--- config.mk ---
export PLATFORM = sky130hd
export DESIGN_NAME = uart_rx_byte
export DESIGN_NICKNAME = d
export VERILOG_FILES = /design/src/rtl/uart_rx_byte.sv
export SDC_FILE = /design/constraint.sdc
export NUM_CORES = 1
export LEC_CHECK = 0
export BUFFER_PORTS_ARGS = -buffer_cell sky130_fd_sc_hd__buf_2
export CORE_UTILIZATION = 30
export CTS_CLUSTER_DIAMETER = 80
export DETAILED_ROUTE_END_ITERATION = 10
export PLACE_DENSITY = 0.58
export SLEW_MARGIN = 10
export SYNTH_ARGS = -nofsm -noshare
export SYNTH_HDL_FRONTEND = slang
export SYNTH_SLANG_ARGS = --single-unit
--- constraint.sdc ---
create_clock -name clk -period 4.6 [get_ports clk]
set_input_delay 0.46 -clock clk [delete_from_list [all_inputs] [get_ports clk]]
set_output_delay 0.46 -clock clk [all_outputs]
set_load 0.02 [all_outputs]
--- src/rtl/uart_rx_byte.sv ---
// 8N1 UART receiver: two-flop synchronizer, mid-bit sampling from a per-bit counter,
// and a one-deep holding register with a ready/acknowledge handshake.
module uart_rx_byte #(
  parameter int unsigned CLKS_PER_BIT = 10417,
  parameter int unsigned HALF_BIT     = CLKS_PER_BIT / 2,
  parameter int unsigned CNT_W        = 14
) (
  input  logic       clk,
  input  logic       rst_n,
  input  logic       rx,
  input  logic       rd_ack,
  output logic [7:0] rx_data,
  output logic       rx_ready,
  output logic       overrun,
  output logic       frame_err,
  output logic       busy
);

  localparam logic [CNT_W-1:0] HalfLast = CNT_W'(HALF_BIT - 1);
  localparam logic [CNT_W-1:0] BitLast  = CNT_W'(CLKS_PER_BIT - 1);

  typedef enum logic [2:0] {
    StIdle,
    StStart,
    StData,
    StStop,
    StWaitIdle
  } state_e;

  state_e           state_q, state_d;
  logic [CNT_W-1:0] cnt_q, cnt_d;
  logic [2:0]       bit_idx_q, bit_idx_d;
  logic [7:0]       shift_q, shift_d;
  logic [7:0]       rx_data_q, rx_data_d;
  logic             rx_ready_q, rx_ready_d;
  logic             overrun_q, overrun_d;
  logic             frame_err_q, frame_err_d;
  logic             rx_meta_q, rx_s_q, rx_prev_q;
  logic             start_edge;
  logic             load_byte;
  logic             stop_bad;

  assign start_edge = ~rx_s_q & rx_prev_q;

  // State register, datapath and synchronizer flops.
  always_ff @(posedge clk or negedge rst_n) begin
    if (!rst_n) begin
      state_q     <= StIdle;
      cnt_q       <= '0;
      bit_idx_q   <= '0;
      shift_q     <= 8'h00;
      rx_data_q   <= 8'h00;
      rx_ready_q  <= 1'b0;
      overrun_q   <= 1'b0;
      frame_err_q <= 1'b0;
      rx_meta_q   <= 1'b1;
      rx_s_q      <= 1'b1;
      rx_prev_q   <= 1'b1;
    end else begin
      state_q     <= state_d;
      cnt_q       <= cnt_d;
      bit_idx_q   <= bit_idx_d;
      shift_q     <= shift_d;
      rx_data_q   <= rx_data_d;
      rx_ready_q  <= rx_ready_d;
      overrun_q   <= overrun_d;
      frame_err_q <= frame_err_d;
      rx_meta_q   <= rx;
      rx_s_q      <= rx_meta_q;
      rx_prev_q   <= rx_s_q;
    end
  end

  always_comb begin
    state_d   = state_q;
    cnt_d     = cnt_q;
    bit_idx_d = bit_idx_q;
    shift_d   = shift_q;
    load_byte = 1'b0;
    stop_bad  = 1'b0;
    unique case (state_q)
      StIdle: begin
        if (start_edge) begin
          state_d = StStart;
          cnt_d   = '0;
        end
      end
      StStart: begin
        if (cnt_q == HalfLast) begin
          cnt_d     = '0;
          bit_idx_d = '0;
          // A high line at mid-start means the falling edge was a glitch.
          state_d   = rx_s_q ? StIdle : StData;
        end else begin
          cnt_d = cnt_q + 1'b1;
        end
      end
      StData: begin
        if (cnt_q == BitLast) begin
          cnt_d     = '0;
          shift_d   = {rx_s_q, shift_q[7:1]};
          bit_idx_d = bit_idx_q + 1'b1;
          if (bit_idx_q == 3'd7) begin
            state_d = StStop;
          end
        end else begin
          cnt_d = cnt_q + 1'b1;
        end
      end
      StStop: begin
        if (cnt_q == BitLast) begin
          cnt_d = '0;
          if (rx_s_q) begin
            load_byte = 1'b1;
            state_d   = StIdle;
          end else begin
            stop_bad = 1'b1;
            state_d  = StWaitIdle;
          end
        end else begin
          cnt_d = cnt_q + 1'b1;
        end
      end
      StWaitIdle: begin
        if (rx_s_q) begin
          state_d = StIdle;
        end
      end
      default: state_d = StIdle;
    endcase
  end

  always_comb begin
    rx_data_d   = rx_data_q;
    rx_ready_d  = rx_ready_q;
    overrun_d   = overrun_q;
    frame_err_d = stop_bad;
    if (load_byte) begin
      // A load wins over a same-cycle acknowledge; that ack consumes the old byte.
      rx_data_d  = shift_q;
      rx_ready_d = 1'b1;
      overrun_d  = rx_ready_q & ~rd_ack;
    end else if (rd_ack && rx_ready_q) begin
      rx_ready_d = 1'b0;
      overrun_d  = 1'b0;
    end
  end

  assign rx_data   = rx_data_q;
  assign rx_ready  = rx_ready_q;
  assign overrun   = overrun_q;
  assign frame_err = frame_err_q;
  assign busy      = (state_q != StIdle);

endmodule

## Word level (Yosys, flattened, before mapping)

Index checks and enable logic that the tools add are counted.

| operators by class | value |
|---|---|
| mux-type cells | 25 |
| $add $sub $neg | 2 |
| eq/ne operators | 13 |
| reductions and logical operators | 11 |
| bitwise gates (word level) | 4 |

Operators with widths:

| kind | count |
|---|---|
| $mux 14 | 3 |
| $pmux 14 s3 | 1 |
| $mux 3 | 9 |
| $pmux 3 s5 | 1 |
| $add 14x1->14 const B | 1 |
| $eq 14x13->1 const B | 1 |
| $eq 14x14->1 const B | 1 |
| $ne 2x2->1 const B | 6 |
| $mux 1 | 9 |
| $eq 3x2->1 const B | 2 |
| $eq 3x3->1 const B | 2 |
| $pmux 3 s2 | 1 |
| $reduce_and 6->1 | 1 |
| $reduce_bool 3->1 | 2 |
| $reduce_and 2->1 | 2 |
| $reduce_bool 2->1 | 2 |
| $add 3x1->3 const B | 1 |
| $eq 3x1->1 const B | 1 |
| $logic_not 3->1 | 1 |
| $reduce_and 3->1 | 1 |
| $and 1x1->1 | 2 |
| $mux 2 | 1 |
| $not 1->1 | 2 |
| $reduce_or 2->1 | 1 |
| $logic_and 1x1->1 | 1 |

| storage, ports and cells | value |
|---|---|
| logic and storage cells | 66 |
| output and inout port bits | 12 |
| flip-flop bits (word level) | 42 |

## Depth between registers and ports, before layout

Gate-level depths: netlist of run 1.

| depth | value |
|---|---|
| depth after elaboration | 4 |
| depth in mapped cells | 8 |
| gate-level depth less buffers | 7 |

## Worst setup path after synthesis of run 1

No wires, ideal clock.

| path | value |
|---|---|
| path kind | register -> register |
| start point | register cnt_q[9] |
| end point | register rx_data_q[0] (netlist: rx_data[0]) |
| cell stages (with the launch flop) | 6 |
| data required time | 4.473 ns |
| period minus slack after synthesis | 1.777 ns |
| setup time | 0.127 ns |
| slack | 2.823 ns |
| arrival time | 1.650 ns |
| path buffers | 1 |
| cells stage by stage | dfrtp_1 -> nor4b_4 -> and4_4 -> and4_1 -> buf_6 -> mux2_1 |

| on the way | value |
|---|---|
| longest elaborated chain between the ends | 3 |

RTL lines:

| what | RTL line | source |
|---|---|---|
| start, declared | 31 | `logic [CNT_W-1:0] cnt_q, cnt_d;` |
| start signal, assigned | 61 | `cnt_q <= cnt_d;` |
| $eq 14x14->1 | 111 | `if (cnt_q == BitLast) begin` |
| $mux 1 | 111 |  |
| $mux 1 | 81 | `unique case (state_q)` |
| end signal, assigned | 64 | `rx_data_q <= rx_data_d;` |
| end, declared | 34 | `logic [7:0] rx_data_q, rx_data_d;` |

Every way passes these cells.
A chain may end at the register's enable or synchronous reset.

## Worst setup path after layout of run 1

| path | value |
|---|---|
| start point | register cnt_q[9] |
| end point | register cnt_q[12] |

| on the way | value |
|---|---|
| longest elaborated chain between the ends | 3 |
| elaborated cells between the ends (all ways) | 6 |
| classes of those cells | 1 x add/sub; 2 x eq/ne; 3 x mux |

RTL lines:

| what | RTL line |
|---|---|
| $add 14x1->14, or another cell as far along | 95, 107, 121 |
| $mux 14, on equally long branches | 99, 111, 89 |
| $pmux 14 s3 (*) | 81 |

Every way passes the cells marked *; elsewhere a longest branch is shown, timed or not.

==> out/metrics.csv, run 1 <==
metric,value,unit
status,finished clean,
total die area,7180,um^2
Final Hold Vio Count,0,
Hold Path Sink,rx_meta_q$_DFF_PN1_,
nets,204,
Initial DRC Count,51,
max_cap viols,0,
post_cts resized,0,
Final setup viols,0,
Post-Syn Nets,190,
worst vdd ir,0.146,mV
CTS Hold Bufs,0,
reg2reg start,cnt_q[9]$_DFFE_PN0P_,
Cell Pwr Density,388,nW/um^2
hold depth,1,
worst reg2reg path depth,5,
Rows,29,
P&R area growth vs syn,11.0,%
GPL Wtd Cong,0.802,
most frequent cell after synthesis,dfrtp_1,
Critical Path RT,4780,ps
WL final,3590,um
"CTS clk-pin slew, worst paths",80,ps
Worst Setup Start Kind,register,
largest net degree at the start of global routing,43,
Min-Delay Startpoint,rx,
leading area contributor after synthesis,dfrtp_1,
Synth top area share,0.475,
main area contributors after synthesis,"dfrtp_1 48%, mux2_1 6.6%, dfstp_2 3.8%, nand2_1 2.6%, ha_1 2.4%",
htree depth,2,
first-pass GRT wire length,6270,um
post-route minimum period,2330,ps
post-CTS setup buffers,0,
Die Height,84.8,um
input/output buffers,15,
post-route ant nets,0,
max-slew violation count,0,
reg-to-reg endpoint,cnt_q[12]$_DFFE_PN0P_,
total number of vias,1386,
number of fill cells,633,
fraction of registers with async set/reset,1.00,
vias per std cell,5.06,
CP cell instances,nor4b_4 > nand4_1 > a2bb2oi_2 > and4b_1 > o22a_1,
Netlist cell types,49,
die extent in x,84.8,um
Slew headroom,0.385,
synth warn,0,
Clock Sinks,42,
sequential area share after synthesis,0.513,
CTS tree,done,
Core ar.,6490,um^2
cell area after synthesis,2050,um^2
kind of end point of the critical path,register,
CTS root buf,clkbuf_8,
worst clock skew,11.6,ps
first-pass iteration count of the detailed router,4,
initial antenna violation count,0,
Worst-Skew Late Latency,300,ps
CP max-delay cell,a2bb2oi_2,
fin crit share,0.507,
Post-Synthesis Cells,182,
Max Fclk,429,MHz
grt total ovfl,0,
worst-path maximum fanout,21,
CP max stage delay,720,ps
RSZ-0062 raised after global routing,false,
Commonest cells post-synth,"39 x dfrtp_1, 14 x nand2_1, 12 x mux2_1, 9 x inv_1, 8 x o21ai_0",
Leak,1.10,nW
Initial Utilization,0.316,
total CTS buffers,5,
number of remaining DRC errors,0,
final instance area,2280,um^2
placed inst area,2170,um^2
CTS Buffer Depth,2,
post-detail-place hpwl,2500,um
WL per Instance,13.1,um
syn_area_per_cell,11.3,um^2
WP data arrival,2510,ps
critical path type,register to register,
Post-synth top flop,dfrtp_1,
#FFs+latches synth,42,
GRT Total Usage,0.110,
Post-synth EDFFs,0,
I/O pins,16,
diode count,0,
setup TNS,0,ps
layout cells sized above 1,0.188,
R2R setup slack,2270,ps
measured slew at the worst slew-check pin,922,ps
Storage cell area,1050,um^2
number of global-route vias before repair,1358,
Hold Crit Class,primary input to register,
area of the multi-input gates,908,um^2
==> power breakdown <==
part	switching, mW	internal, mW
clock network	0.132	0.163
logic	0.0651	0.0699
registers	0.0512	0.404
total	0.248	0.637
==> per-stage QoR <==
step                hold slack, ps  instances   util  total power [mW]  worst slack, ps
floorplan                      164        182      -             0.560             2820
global placement               346        266  0.334             0.596             2320
detailed placement             354        266  0.334             0.599             2290
CTS                            248        274  0.351             0.897             2250
global route                   248        274  0.351             0.935             2110
finish                         263        274  0.351             0.885             2270
==> area by class of cell <==
type                    instances  share of cell area
flip-flops and latches         42               0.462
multi-input cells             123               0.398
well taps                      77              0.0422
repair buffers                 15              0.0329
clock buffers                   5              0.0302
clock inverters                 3              0.0192
inverters                       9              0.0148
==> logic make-up after synthesis <==
group                      after synthesis  share of synthesized area
and+or+nand+nor                         63                      0.194
DFF                                     42                      0.513
buffers and inverters                   17                     0.0445
AOI/OAI and AO/OA                       33                      0.104
muxes                                   19                      0.102
adders and majority gates                4                     0.0244
xor gates and xnor gates                 4                     0.0171
==> critical path, delay by kind of cell (launching register included) <==
family	cells	cell delay, ps
AO/OA/AOI/OAI	2	910
flip-flops	1	450
AND/OR/NAND/NOR	3	860
==> registers in the layout (all words and copies together) (netlist names) <==
| register | cells |
|---|---|
| cnt_q | 14 |
| shift_q | 8 |
| rx_ready | 1 |
| rx_prev_q | 1 |
| frame_err | 1 |
| bit_idx_q | 3 |
| rx_s_q | 1 |
| rx_meta_q | 1 |
| rx_data | 8 |
| state_q | 3 |
| overrun | 1 |
==> layer usage <==
metal	global-route usage	part of all wire	vias to the layer above
li1	-	-	678
met1	0.144	0.49	675
met2	0.177	0.45	28
met3	0.0216	0.039	5
met4	0.0462	0.020	0
met5	0	0	-
==> worst max path at each step <==
stage	start	endpoint	slack, ps
2_1_floorplan	cnt_q[9]$_DFFE_PN0P_	rx_data[0]$_DFFE_PN0P_	2820
5_1_grt	cnt_q[9]$_DFFE_PN0P_	cnt_q[12]$_DFFE_PN0P_	2110
4_1_cts	cnt_q[9]$_DFFE_PN0P_	cnt_q[12]$_DFFE_PN0P_	2250
6_report	cnt_q[9]$_DFFE_PN0P_	cnt_q[12]$_DFFE_PN0P_	2270
3_5_place_dp	cnt_q[9]$_DFFE_PN0P_	cnt_q[12]$_DFFE_PN0P_	2290
3_3_place_gp	cnt_q[9]$_DFFE_PN0P_	cnt_q[12]$_DFFE_PN0P_	2320
==> cells in the final DEF (no fill, tap or decap), drive strengths merged, types with 4 or more instances in the layout <==
cell type and n:
buf 15, a21o 6, clkbuf 5, o21ai 13, dfrtp 39, nor3 6
nor2 6, nand3 7, nand2 14, inv 10, ha 4, mux2 16
a21oi 4
No activity file was read; power rests on OpenSTA's default activity.
==> run 2: changes to the inputs <==
- ABC_AREA: not set -> 1
- PLACE_DENSITY: 0.58 -> 0.59
- clock period: 4.6 -> 2 ns (I/O delays scaled with it)
==> run 2 against run 1 <==
Effect of this change: sequential cell count did not move; hold slack worse by 73 ps; global-route usage up 2.2 points; wire length grew 26%.
==> out/metrics.csv, run 2 <==
metric,value,unit,change
status,finished clean,,
fin crit share,0.863,,+0.357
Netlist cell types,28,,-43%
post-route ant nets,0,,unchanged
CTS root buf,clkbuf_8,,
worst-path maximum fanout,19,,-9.5%
GRT Total Usage,0.131,,+0.0217
Slew headroom,0.661,,+0.276
Leak,1.20,nW,+9.0%
die extent in x,88.9,um,+4.9%
WL per Instance,11.4,um,-13%
Final setup viols,0,,unchanged
vias per std cell,4.49,,-11%
Cell Pwr Density,876,nW/um^2,+130%
cell area after synthesis,2260,um^2,+10%
hold depth,4,,+3
sequential area share after synthesis,0.466,,-0.0477
grt total ovfl,0,,unchanged
CTS Buffer Depth,2,,unchanged
worst vdd ir,0.351,mV,+140%
diode count,0,,unchanged
crit path buf inv count,1,,+1
fraction of registers with async set/reset,1.00,,unchanged
Clock Sinks,42,,unchanged
number of remaining DRC errors,0,,unchanged
overall power,2.27,mW,+160%
CTS tree,done,,
"commonest cells after routing, fill and taps aside","74 x nand2_1, 39 x dfrtp_1, 29 x nor2_1",,
post-detail-place hpwl,3430,um,+37%
I/O pins,16,,unchanged
Synth top area share,0.431,,-0.0441
Worst Hold Slack,190,ps,-72.9 ps
htree depth,2,,unchanged
reg2reg start,cnt_q[0]$_DFFE_PN0P_,,
Final Hold Vio Count,0,,unchanged
first-pass GRT wire length,7940,um,+27%
worst reg2reg path depth,7,,+2
max-slew violation count,0,,unchanged
R2R setup slack,270,ps,-2000 ps
post-route minimum period,1730,ps,-604 ps
post_cts resized,0,,unchanged
Post-synth top flop,dfrtp_1,,
GPL Wtd Cong,0.919,,+15%
CP cell instances,inv_1 > ha_1 > nand4_1 > nor2_2 > nand4_4 > nand2_1 > o21ai_2,,
Worst Setup Start Kind,register,,
Min-Delay Startpoint,rd_ack,,
CP max stage delay,450,ps,-270 ps
worst clock skew,4.44,ps,-7.19 ps
Rows,31,,+6.9%
largest reg by FF count,cnt_q,,
WL final,4540,um,+26%
most frequent cell after synthesis,nand2_1,,
reg-to-reg endpoint,rx_data[7]$_DFFE_PN0P_,,
layout cells sized above 1,0.234,,+0.0463
"CP delay by family, top",simple AND/OR/NAND/NOR gates,,
total number of vias,1789,,+29%
#FFs+latches synth,42,,unchanged
critical path type,register to register,,
number of global-route vias before repair,1643,,+21%
Hold Crit Class,primary input to register,,
CP max-delay cell,dfrtp_1,,
first-pass iteration count of the detailed router,4,,unchanged
leading area contributor after synthesis,dfrtp_1,,
Worst-Skew Late Latency,300,ps,about the same
nets,306,,+50%
Post-synth EDFFs,0,,unchanged
Worst Slack Setup Final,273,ps,-2000 ps
largest net degree at the start of global routing,23,,-47%
Core ar.,7290,um^2,+12%
max_cap viols,0,,unchanged
P&R area growth vs syn,14.4,%,
Commonest cells post-synth,"74 x nand2_1, 39 x dfrtp_1, 29 x nor2_1, 25 x inv_1, 21 x nand3_1",,
synth warn,0,,unchanged
Initial Utilization,0.311,,-0.00575
Placed Cells incl. Taps,388,,+46%
max reg flops,14,,unchanged
DP Worst Slack,279,ps,-2010 ps
kind of end point of the critical path,register,,
"commonest non-fill, non-tap cell in the layout",nand2_1,,
final instance area,2590,um^2,+14%
input/output buffers,15,,unchanged
CP Depth,7,,+2
main area contributors after synthesis,"dfrtp_1 43%, nand2_1 12%, nor2_1 4.8%, nand3_1 4.6%, inv_1 4.1%",,
Hold Path Sink,rx_ready$_DFFE_PN0P_,,
initial antenna violation count,0,,unchanged
total CTS buffers,5,,unchanged
RSZ-0062 raised after global routing,false,,
Post-Synthesis Cells,274,,+51%
placed inst area,2480,um^2,+14%
total die area,7900,um^2,+10%
"non-filler cells, final",398,,+45%
Die Height,88.9,um,+4.9%
measured slew at the worst slew-check pin,509,ps,-413 ps
WP data arrival,1910,ps,-600 ps
Initial DRC Count,157,,+210%
setup TNS,0,ps,unchanged
Max Fclk,579,MHz,+35%
Post-Syn Nets,282,,+48%
Layout Utilization,0.355,,+0.00400
syn_area_per_cell,8.27,um^2,-27%
Critical Path RT,2190,ps,-2590 ps
"CTS clk-pin slew, worst paths",90,ps,about the same
## run 2: worst max-delay path by stage
| stage | start | end | slack [ps] |
|---|---|---|---|
| 2_1_floorplan | cnt_q[0]$_DFFE_PN0P_ | overrun$_DFFE_PN0P_ | 550 |
| 3_3_place_gp | cnt_q[0]$_DFFE_PN0P_ | rx_data[4]$_DFFE_PN0P_ | 330 |
| 3_5_place_dp | cnt_q[0]$_DFFE_PN0P_ | bit_idx_q[0]$_DFFE_PN0P_ | 280 |
| 4_1_cts | cnt_q[0]$_DFFE_PN0P_ | rx_data[7]$_DFFE_PN0P_ | 270 |
| 5_1_grt | cnt_q[0]$_DFFE_PN0P_ | shift_q[7]$_DFFE_PN0P_ | 120 |
| 6_report | cnt_q[0]$_DFFE_PN0P_ | rx_data[7]$_DFFE_PN0P_ | 270 |
## run 2: cell families (layout without fill, tap and decap cells)
kind of cell	count (synthesis)	count (layout)	synth area share
AND/OR/NAND/NOR	158	158	0.339
flip-flops	42	42	0.466
buffers and inverters	35	60	0.0641
AO/OA/AOI/OAI	30	30	0.0895
XOR/XNOR	5	5	0.0193
adder cells (fa/ha/maj)	4	4	0.0221
## run 2: worst register-to-register path, delay by kind of cell, from the launching register on
| kind | cells | cell delay [ps] |
|---|---|---|
| AOI/OAI and AO/OA | 1 | 60 |
| adders and majority gates | 1 | 180 |
| buffers and inverters | 1 | 130 |
| DFF | 1 | 450 |
| and+or+nand+nor | 4 | 800 |
## run 2: what timing repair did
action                                 in CTS  in global routing
endpoints found under the hold margin      18                  0
buffers inserted                            0                  0
hold buffers                                2                  0
## run 2: layout make-up
type                            count  area (um^2)
Multi-Input combinational cell    197         1060
Clock inverter                      3         23.8
Fill cell                         785         4700
Inverter                           31          116
Sequential cell                    42         1050
Timing Repair Buffer               21          138
Clock buffer                        5         68.8
Tap cell                           99          124
## run 2: where the power goes
| part | switching (mW) | internal (mW) | leakage [nW] |
|---|---|---|---|
| clock | 0.325 | 0.250 | 0.0408 |
| sequential | 0.0874 | 0.910 | 0.569 |
| combinational | 0.487 | 0.210 | 0.593 |
| total | 0.899 | 1.37 | 1.20 |
## run 2: routing by layer
layer / part of all wire / up-vias / global-route usage
met5: 0 / - / 0
met4: 0.024 / 0 / 0.0616
met3: 0.037 / 11 / 0.0196
met2: 0.41 / 33 / 0.187
met1: 0.52 / 818 / 0.194
li1: - / 927 / -
==> run 3: changes to the inputs <==
- PLACE_DENSITY: 0.59 -> 0.56
==> run 3 against run 2 <==
Effect of this change: the flow now finishes with violations (hold timing); maximum frequency increased by 0.50%; hold slack got worse by 210 ps; first-iteration DRC count increased by 1.3%; count of clock-buffer cells in the layout unchanged; sequential share of layout area increased by 0.36 points; utilization decreased by 0.31 points; wire length increased by 1.1%; die area unchanged; critical endpoint is now shift_q[5]$_DFFE_PN0P_; largest power group unchanged; highest routed layer unchanged.
==> out/metrics.csv, run 3 (synthesized netlist as in run 2, its figures left out) <==
metric,value,unit,change
Leak,1.20,nW,-0.67%
I/O pins,16,,unchanged
reg-to-reg endpoint,shift_q[5]$_DFFE_PN0P_,,
Rows,31,,unchanged
htree depth,2,,unchanged
worst vdd ir,0.413,mV,+18%
status,finished with violations,,
worst-path maximum fanout,15,,-4
Storage cell area,1050,um^2,unchanged
die extent in x,88.9,um,unchanged
Final Hold Vio Count,26,,+26
total CTS buffers,5,,unchanged
"commonest non-fill, non-tap cell in the layout",nand2_1,,
Critical Path RT,2190,ps,about the same
GRT Total Usage,0.136,,+0.00473
CTS Buffer Depth,2,,unchanged
largest reg by FF count,cnt_q,,
"commonest cells after routing, fill and taps aside","74 x nand2_1, 39 x dfrtp_1, 29 x nor2_1",,
Initial Utilization,0.311,,unchanged
first-pass GRT wire length,8150,um,+2.6%
Max Fclk,582,MHz,+0.50%
diode count,0,,unchanged
fin crit share,0.859,,-0.00431
Core ar.,7290,um^2,unchanged
first-pass iteration count of the detailed router,4,,unchanged
failing checks,hold timing,,
max reg flops,14,,unchanged
CTS tree,done,,
GPL Wtd Cong,0.944,,+2.8%
post-detail-place hpwl,3410,um,-0.66%
Slew headroom,0.458,,-0.203
Cell Pwr Density,884,nW/um^2,+0.94%
"CTS clk-pin slew, worst paths",90,ps,about the same
Placed Cells incl. Taps,388,,unchanged
Die Height,88.9,um,unchanged
CTS Hold Bufs,1,,-1
total die area,7900,um^2,unchanged
grt total ovfl,0,,unchanged
WL per Instance,11.6,um,+1.3%
CTS root buf,clkbuf_8,,
Initial DRC Count,159,,+1.3%
worst clock skew,11.5,ps,+7.02 ps
number of global-route vias before repair,1714,,+4.3%
kind of end point of the critical path,register,,
Worst-Skew Late Latency,300,ps,about the same
setup TNS,0,ps,unchanged
layout cells sized above 1,0.235,,+0.000786
max_cap viols,0,,unchanged
total number of vias,1796,,+0.39%
post_cts resized,0,,unchanged
reg2reg start,cnt_q[0]$_DFFE_PN0P_,,
post-route ant nets,0,,unchanged
Worst Hold Slack,-17.6,ps,-207 ps
vias per std cell,4.52,,+0.64%
Final setup viols,0,,unchanged
R2R setup slack,280,ps,about the same
number of remaining DRC errors,0,,unchanged
number of fill cells,795,,+1.3%
measured slew at the worst slew-check pin,813,ps,+304 ps
largest net degree at the start of global routing,37,,+61%
Hold Crit Class,primary input to asynchronous set/reset pin,,
RSZ-0062 raised after global routing,false,,
initial antenna violation count,0,,unchanged
nets,305,,-0.33%
P&R area growth vs syn,13.4,%,
area of the multi-input gates,1060,um^2,unchanged
critical path type,register to register,,
max-slew violation count,0,,unchanged
post-CTS setup buffers,0,,unchanged
"non-filler cells, final",397,,-0.25%
WL final,4590,um,+1.1%
worst reg2reg path depth,8,,+1
post-route minimum period,1720,ps,-8.62 ps
input/output buffers,15,,unchanged
Worst Setup Start Kind,register,,
Clock Sinks,42,,unchanged
WP data arrival,1910,ps,about the same
## run 3: changes by cell type in the layout (fill, tap and decap cells not counted), sizes merged
| cell | delta |
|---|---|
| dlygate4sd3 | -1 |
## run 3: critical path, stage by stage (launching register included)
cell and delay, ps:
dfrtp_1 440, inv_1 140, ha_1 180, nand4_1 120
nor2_2 180, nand3b_1 200, buf_4 240, nand2_1 60
o21ai_1 60
## run 3: where the power goes
group,internal (mW),switching (mW),leakage [nW]
sequential,0.910,0.0881,0.569
clock,0.250,0.328,0.0408
combinational,0.208,0.487,0.585
total,1.37,0.903,1.20
## run 3: cell type report
| cell class | instances | share of cell area |
|---|---|---|
| multi-input combinational | 197 | 0.415 |
| sequential | 42 | 0.411 |
| tap | 99 | 0.0482 |
| inverter | 31 | 0.0453 |
| timing repair buffer | 20 | 0.0448 |
| clock buffer | 5 | 0.0268 |
| clock inverter | 3 | 0.00926 |
## run 3: worst max-delay path by stage
stage,from,to,slack [ps],depth (start not counted)
floorplan,cnt_q[0]$_DFFE_PN0P_,overrun$_DFFE_PN0P_,550,7
global placement,cnt_q[0]$_DFFE_PN0P_,rx_data[5]$_DFFE_PN0P_,320,7
detailed placement,cnt_q[0]$_DFFE_PN0P_,shift_q[5]$_DFFE_PN0P_,280,8
CTS,cnt_q[0]$_DFFE_PN0P_,shift_q[5]$_DFFE_PN0P_,260,8
global route,cnt_q[0]$_DFFE_PN0P_,shift_q[4]$_DFFE_PN0P_,90,8
finish,cnt_q[0]$_DFFE_PN0P_,shift_q[5]$_DFFE_PN0P_,280,8
## run 3: metrics by stage
step	util	total power, mW	setup WS [ps]	instance area (um^2)	hold slack [ps]
final	0.352	2.27	282	2570	-17.6
after global routing	0.352	2.43	89.5	2570	45.2
after CTS	0.352	2.30	261	2570	20.5
after detailed placement	0.338	1.71	279	2460	311
after global placement	0.338	1.71	315	2460	308
after floorplan	-	1.53	547	2260	-95.6
## run 3: routing by layer
metal  up-vias  part of all wire  wire length, um  track usage
met5         -                 0                0            0
met4         0             0.024              111       0.0645
met3        11             0.028              130       0.0177
met2        40              0.45             2070        0.215
met1       816              0.50             2280        0.185
li1        929                 -                -            -
